**src/rtl/hpm_sample_dumper.sv**
```systemverilog
// hpm_sample_dumper: periodically sweeps mhpmcounter3.. over the shared CSR read port into a FWFT sample FIFO.
// Optional HPM_SAMPLE_TIMESTAMP_EN: each sweep starts with a 64-bit cycle-count entry tagged idx 31.

module hpm_sample_dumper #(
  parameter int NUM_COUNTERS  = 29,
  parameter int FIFO_DEPTH    = 8,
  parameter int PERIOD_W      = 32,
  parameter int SEQ_W         = 8,
  parameter int CSR_ADDR_SIZE = 12,
  parameter logic [CSR_ADDR_SIZE-1:0] CSR_MHPM_COUNTER_3 = 'hB03
) (
  input  logic                     clk_i,
  input  logic                     rst_i,
  input  logic                     enable_i,
  input  logic [PERIOD_W-1:0]      period_i,
  input  logic                     grant_i,
  output logic                     req_o,
  output logic [CSR_ADDR_SIZE-1:0] addr_o,
  output logic                     we_o,
  input  logic [63:0]              data_i,
  output logic                     smp_valid_o,
  input  logic                     smp_ready_i,
  output logic [63:0]              smp_data_o,
  output logic [4:0]               smp_idx_o,
  output logic [SEQ_W-1:0]         smp_seq_o,
  output logic                     overrun_o,
  output logic                     busy_o
);

  localparam int PTR_W   = $clog2(FIFO_DEPTH);
  localparam int ENTRY_W = 64 + 5 + SEQ_W;
  localparam logic [4:0] LAST_IDX = 5'(NUM_COUNTERS - 1);

`ifdef HPM_SAMPLE_TIMESTAMP_EN
  localparam logic [4:0] TS_IDX = 5'd31;
  typedef enum logic [1:0] {IDLE, TSTAMP, SWEEP} state_t;
`else
  typedef enum logic [1:0] {IDLE, SWEEP} state_t;
`endif

  state_t               state_q, state_d;
  logic [4:0]           idx_q, idx_d;
  logic [SEQ_W-1:0]     seq_q, seq_d;
  logic [PERIOD_W-1:0]  timer_q;
  logic                 enable_q;
  logic                 timer_run, tick;

  logic [ENTRY_W-1:0]   mem [FIFO_DEPTH];
  logic [PTR_W-1:0]     wptr_q, rptr_q;
  logic [PTR_W:0]       count_q;
  logic                 full, empty, push, pop, can_push;
  logic [ENTRY_W-1:0]   push_entry;

  // The >= compare makes a period shortened below the running count wrap immediately.
  assign timer_run = enable_i && (period_i != '0);
  assign tick      = timer_run && (timer_q >= period_i - PERIOD_W'(1));

  always_ff @(posedge clk_i or posedge rst_i) begin
    if (rst_i) begin
      timer_q   <= '0;
      enable_q  <= 1'b0;
      overrun_o <= 1'b0;
    end else begin
      enable_q <= enable_i;
      if (!timer_run || tick) timer_q <= '0;
      else                    timer_q <= timer_q + PERIOD_W'(1);
      if (enable_i && !enable_q)         overrun_o <= 1'b0;
      else if (tick && state_q != IDLE)  overrun_o <= 1'b1;
    end
  end

`ifdef HPM_SAMPLE_TIMESTAMP_EN
  logic [63:0] cycle_q, stamp_q;

  always_ff @(posedge clk_i or posedge rst_i) begin
    if (rst_i) begin
      cycle_q <= '0;
      stamp_q <= '0;
    end else begin
      cycle_q <= cycle_q + 64'd1;
      if (tick && state_q == IDLE) stamp_q <= cycle_q;
    end
  end
`endif

  assign empty    = (count_q == '0);
  assign full     = (count_q == (PTR_W+1)'(FIFO_DEPTH));
  assign pop      = !empty && smp_ready_i;
  assign can_push = !full || pop;

  always_ff @(posedge clk_i or posedge rst_i) begin
    if (rst_i) begin
      state_q <= IDLE;
      idx_q   <= '0;
      seq_q   <= '0;
    end else begin
      state_q <= state_d;
      idx_q   <= idx_d;
      seq_q   <= seq_d;
    end
  end

  always_comb begin
    state_d    = state_q;
    idx_d      = idx_q;
    seq_d      = seq_q;
    req_o      = 1'b0;
    addr_o     = '0;
    push       = 1'b0;
    push_entry = '0;
    case (state_q)
      IDLE: begin
        if (tick) begin
          idx_d = '0;
`ifdef HPM_SAMPLE_TIMESTAMP_EN
          state_d = TSTAMP;
`else
          state_d = SWEEP;
`endif
        end
      end
`ifdef HPM_SAMPLE_TIMESTAMP_EN
      TSTAMP: begin
        if (can_push) begin
          push       = 1'b1;
          push_entry = {stamp_q, TS_IDX, seq_q};
          state_d    = SWEEP;
        end
      end
`endif
      SWEEP: begin
        req_o  = 1'b1;
        addr_o = CSR_MHPM_COUNTER_3 + CSR_ADDR_SIZE'(idx_q);
        if (grant_i && can_push) begin
          push       = 1'b1;
          push_entry = {data_i, idx_q, seq_q};
          if (idx_q == LAST_IDX) begin
            state_d = IDLE;
            seq_d   = seq_q + SEQ_W'(1);
          end else begin
            idx_d = idx_q + 5'd1;
          end
        end
      end
      default: state_d = IDLE;
    endcase
  end

  always_ff @(posedge clk_i or posedge rst_i) begin
    if (rst_i) begin
      wptr_q  <= '0;
      rptr_q  <= '0;
      count_q <= '0;
    end else begin
      if (push) wptr_q <= wptr_q + PTR_W'(1);
      if (pop)  rptr_q <= rptr_q + PTR_W'(1);
      case ({push, pop})
        2'b10:   count_q <= count_q + (PTR_W+1)'(1);
        2'b01:   count_q <= count_q - (PTR_W+1)'(1);
        default: count_q <= count_q;
      endcase
    end
  end

  // Storage carries no reset; the read side is masked while empty.
  always_ff @(posedge clk_i) begin
    if (push) mem[wptr_q] <= push_entry;
  end

  assign smp_valid_o = !empty;
  assign {smp_data_o, smp_idx_o, smp_seq_o} = smp_valid_o ? mem[rptr_q] : '0;
  assign we_o   = 1'b0;
  assign busy_o = (state_q != IDLE);

endmodule

```
**config.mk**
```make
export PLATFORM = sky130hd
export DESIGN_NAME = hpm_sample_dumper
export DESIGN_NICKNAME = d
export VERILOG_FILES = /design/src/rtl/hpm_sample_dumper.sv
export SDC_FILE = /design/constraint.sdc
export NUM_CORES = 1
export LEC_CHECK = 0
export CORE_MARGIN = 2
export CORE_UTILIZATION = 63
export CTS_CLUSTER_SIZE = 8
export DETAILED_ROUTE_END_ITERATION = 16
export GPL_ROUTABILITY_DRIVEN = 0
export MAX_ROUTING_LAYER = met4
export PLACE_DENSITY_LB_ADDON = 0.12
export SYNTH_ARGS = -nofsm -noshare
export SYNTH_HDL_FRONTEND = slang
export SYNTH_SLANG_ARGS = --single-unit
```
**constraint.sdc**
```tcl
create_clock -name clk_i -period 15.5 [get_ports clk_i]
set_clock_uncertainty 0.2 [all_clocks]
set_input_delay 3.1 -clock clk_i [delete_from_list [all_inputs] [get_ports clk_i]]
set_output_delay 3.1 -clock clk_i [all_outputs]
set_load 0.05 [all_outputs]
```
==> summary.txt <==
Pwr
  – Overall power: 6.27 mW
  – LEAKAGE: 11.4 nW
  – NetSw: 2.19 mW
  – Sequential share of power: 0.355
  – Logic pwr share: 0.359
  – Sw frac: 0.349
  – Power per cell area: 189 nW/um2
  – Pint: 4.08 mW
  – Clk pwr share: 0.286
  – Peak supply drop: 0.000184 V

Drt
  – Metal2 WL: 30,600 um
  – Post-DRT Antenna Nets: 0
  – Highest routed layer: met4
  – WL final: 59,100 um
  – Met1 Wirelength: 23,800 um
  – WL/cell: 24.6 um
  – Drt first pass iters: 5
  – Drt via density: 6.14
  – Vias: 14,700
  – Iter 0 DRT Violations: 1,358
  – Metal3 WL: 3340 um
  – # DRC: 0

Finish
  – Final Non-Filler Cells: 2,400
  – Synthesis-to-layout area growth: 18.3%
  – Share of layout cells above drive strength 1: 0.173
  – Cell area after layout: 33,200 um2
  – FF/Latch Area: 20,000 um2
  – Multi-input gate area: 7760 um2
  – Fillers: 2,557
  – # diodes: 0
  – Nets: 1,921

Critical path
  – CP startpoint kind: register
  – RR Endpoint: seq_q[5]
  – Crit-path most repeated cell: buf_4
  – Reg2Reg Setup Slack: 11.85 ns
  – R2R cell count: 6
  – Slowest-stage cell, CP: dfrtp_4
  – Crit-path max FO: 49
  – Critical Path RT: 12.20 ns
  – Worst path cell trace: buf_4 > buf_4 > mux4_2 > mux2i_1 > nor2_1 > clkdlybuf4s50_1
  – Worst path arrival time: 4.87 ns
  – Buffers plus inverters on the worst setup path: 3
  – Reg2reg start: state_q[0]
  – Critical path type: register to primary output
  – Slowest Stage Delay on Critical Path: 0.89 ns
  – CP endpoint kind: primary output
  – Top delay family on crit path: buffers and inverters

Synth
  – Netlist Area Pre-Place: 28,100 um2
  – Post-Syn Instances: 1,539
  – Prevailing post-synth register cell: edfxtp_1
  – Cell variety after synth: 57
  – Async set or reset register ratio after synthesis: 0.0861
  – EDFF count, synth: 616
  – Flops & latches, synth: 674
  – Seq/Total Area, Yosys: 0.710
  – Mapped Avg Cell Area: 18.2 um2
  – Yosys warns: 0

CTS
  – Hold_buf cts: 0
  – H-Tree Level Count: 3
  – Number of setup buffers added after CTS: 0
  – Clk slew on worst S/H paths: 0.05 ns
  – CTS tree: built
  – CTS Sinks: 674
  – CTS resizes: 0
  – Clock Latency Late Sink: 0.62 ns
  – Cts bufs inserted: 94
  – Root Driver: clkbuf_16
  – CTS Buffer Depth: 3

Run
  – Max_cap viols: 0

Timing
  – Final Hold Fails: 0
  – Relative slew margins: 0.242
  – Final setup TNS: 0 ns
  – Setup-failing EPs final: 0
  – Max-slew violations: 0
  – Setup ws final: 7.33 ns
  – Final Critical Period: 8.17 ns
  – Tcrit/Tclk final: 0.527
  – Max frequency: 122 MHz
  – Slew @ Worst Pin: 1.14 ns
  – RSZ-0062 raised after global routing: false

Floorplan
  – Rows: 77
  – IO Pins: 195
  – Die width: 215 um
  – Total core area: 44,100 um2
  – Die Y: 215 um
  – Initial core utilization: 0.636
  – Die area: 46,300 um2

Placed design
  – PortBufs: 190
  – Pre-CTS setup slack: 7.77 ns
  – Hpwl dp: 30,700 um
  – Placement Cell Area: 30,700 um2
  – Cells after DPL: 2,272

Global routing
  – Overflow after GRT: 0
  – Initial antenna violation count: 0
  – Vias in the first global route: 15,600
  – Largest net degree at the start of global routing: 78
  – Total global-route track usage: 0.272
  – First-pass GRT wire length: 91,000 um

Hold path
  – Min-delay src: seq_q[7]
  – Hold Path Class: register to register
  – Hold depth: 1
  – Hold endpoint: seq_q[7]

Run status
  – Outcome: finished clean
==> cell type report <==
type                       instances  share of cell area
tap                              592              0.0223
clock buffer                     120              0.0738
timing repair buffer             217              0.0634
sequential                       674               0.601
clock inverter                     8             0.00316
multi-input combinational        765               0.234
inverter                          24             0.00271
==> how the worst max path moves through the flow <==
stage | from | to | cells past startpoint
2_1_floorplan | smp_ready_i | mem[4][0] | 4
3_3_place_gp | rptr_q[0] | smp_data_o[36] | 6
3_5_place_dp | period_i[5] | timer_q[5] | 14
4_1_cts | rptr_q[0] | smp_data_o[16] | 6
5_1_grt | rptr_q[0] | smp_data_o[16] | 6
6_report | rptr_q[0] | smp_data_o[16] | 6
==> logic make-up (layout without fill, tap and decap cells) <==
logic type | count (synthesis) | count (layout) | share of synthesized area
other | 1 | 4 | 0.000134
adder cells (fa/ha/maj) | 44 | 44 | 0.0199
flip-flops | 674 | 674 | 0.710
AND/OR/NAND/NOR | 358 | 358 | 0.0646
multiplexers | 235 | 235 | 0.153
buffers and inverters | 103 | 369 | 0.0154
AO/OA/AOI/OAI | 44 | 44 | 0.0120
XOR/XNOR | 80 | 80 | 0.0250
==> synthesized netlist by cell type, types with 5 or more instances <==
master      n  area (um2)
nand4_1    19         119
or3_1       6        37.5
nor4_1     10        62.6
dfrtp_1    58        1450
nor2_1    146         548
a21oi_1    10        50.1
mux2i_1    78         781
nor2b_1     6        37.5
mux4_2    154        3470
inv_1      22        82.6
xor2_1     19         166
o21ai_0     6        30.0
and2_1     80         500
buf_4       9        67.6
nand3_1    15        75.1
nor3_1     15        75.1
nand2_1    32         120
edfxtp_1  616       18500
ha_1       43         538
xnor2_1    61         534
clkbuf_1   46         173
and3_1      5        31.3
buf_1      19        71.3
==> worst reg2reg max path, delay by kind of cell, from the launching register on <==
family	cells	cell delay, ns
and+or+nand+nor	3	1.27
buffers and inverters	1	0.79
AOI/OAI and AO/OA	1	0.36
xor gates and xnor gates	1	0.15
DFF	1	0.76
==> state kept, by name, indices dropped and copies added (netlist names) <==
register,cells
count_q,4
state_q,1
timer_q,32
seq_q,8
rptr_q,3
overrun_o,1
enable_q,1
mem,616
wptr_q,3
idx_q,5
==> layer usage <==
layer | GRT usage | up-vias
met5 | - | -
met4 | 0.0789 | 0
met3 | 0.0460 | 105
met2 | 0.449 | 498
met1 | 0.354 | 7670
li1 | - | 6461
==> cell usage in the layout, fill, tap and decap left out, drive strengths merged, types with 2 or more instances in the layout <==
cell / instances
nand2: 32
a21oi: 10
mux4: 154
ha: 43
nor4b: 2
nor3b: 3
nor3: 17
o21ai: 9
nand2b: 5
and2: 80
clkbuf: 120
nand3: 15
or3: 7
nor2: 146
o31a: 2
nor2b: 6
nand4: 19
clkinv: 3
mux2i: 78
o21a: 3
conb: 4
a21o: 2
inv: 28
buf: 27
a211oi: 4
o31ai: 2
xor2: 19
edfxtp: 616
and3: 5
or4: 6
nor4: 10
dfrtp: 58
clkdlybuf4s50: 190
and4: 3
mux2: 3
o2bb2ai: 4
xnor2: 61
==> power by group through the flow <==
| stage | clock network, mW | registers (mW) | logic [mW] |
|---|---|---|---|
| 2_1_floorplan | 0 | 2.19 | 1.66 |
| 3_3_place_gp | 0 | 2.25 | 2.23 |
| 3_5_place_dp | 0 | 2.26 | 2.25 |
| 4_1_cts | 1.82 | 2.23 | 2.28 |
| 5_1_grt | 1.89 | 2.24 | 2.37 |
| 6_report | 1.79 | 2.23 | 2.25 |
==> metrics by stage <==
stage	util	hold WS (ns)
finish	0.753	0.291
global placement	0.695	0.260
floorplan	-	0.238
CTS	0.753	0.286
global route	0.753	0.305
detailed placement	0.695	0.274
(Power assumes the default switching activity.)
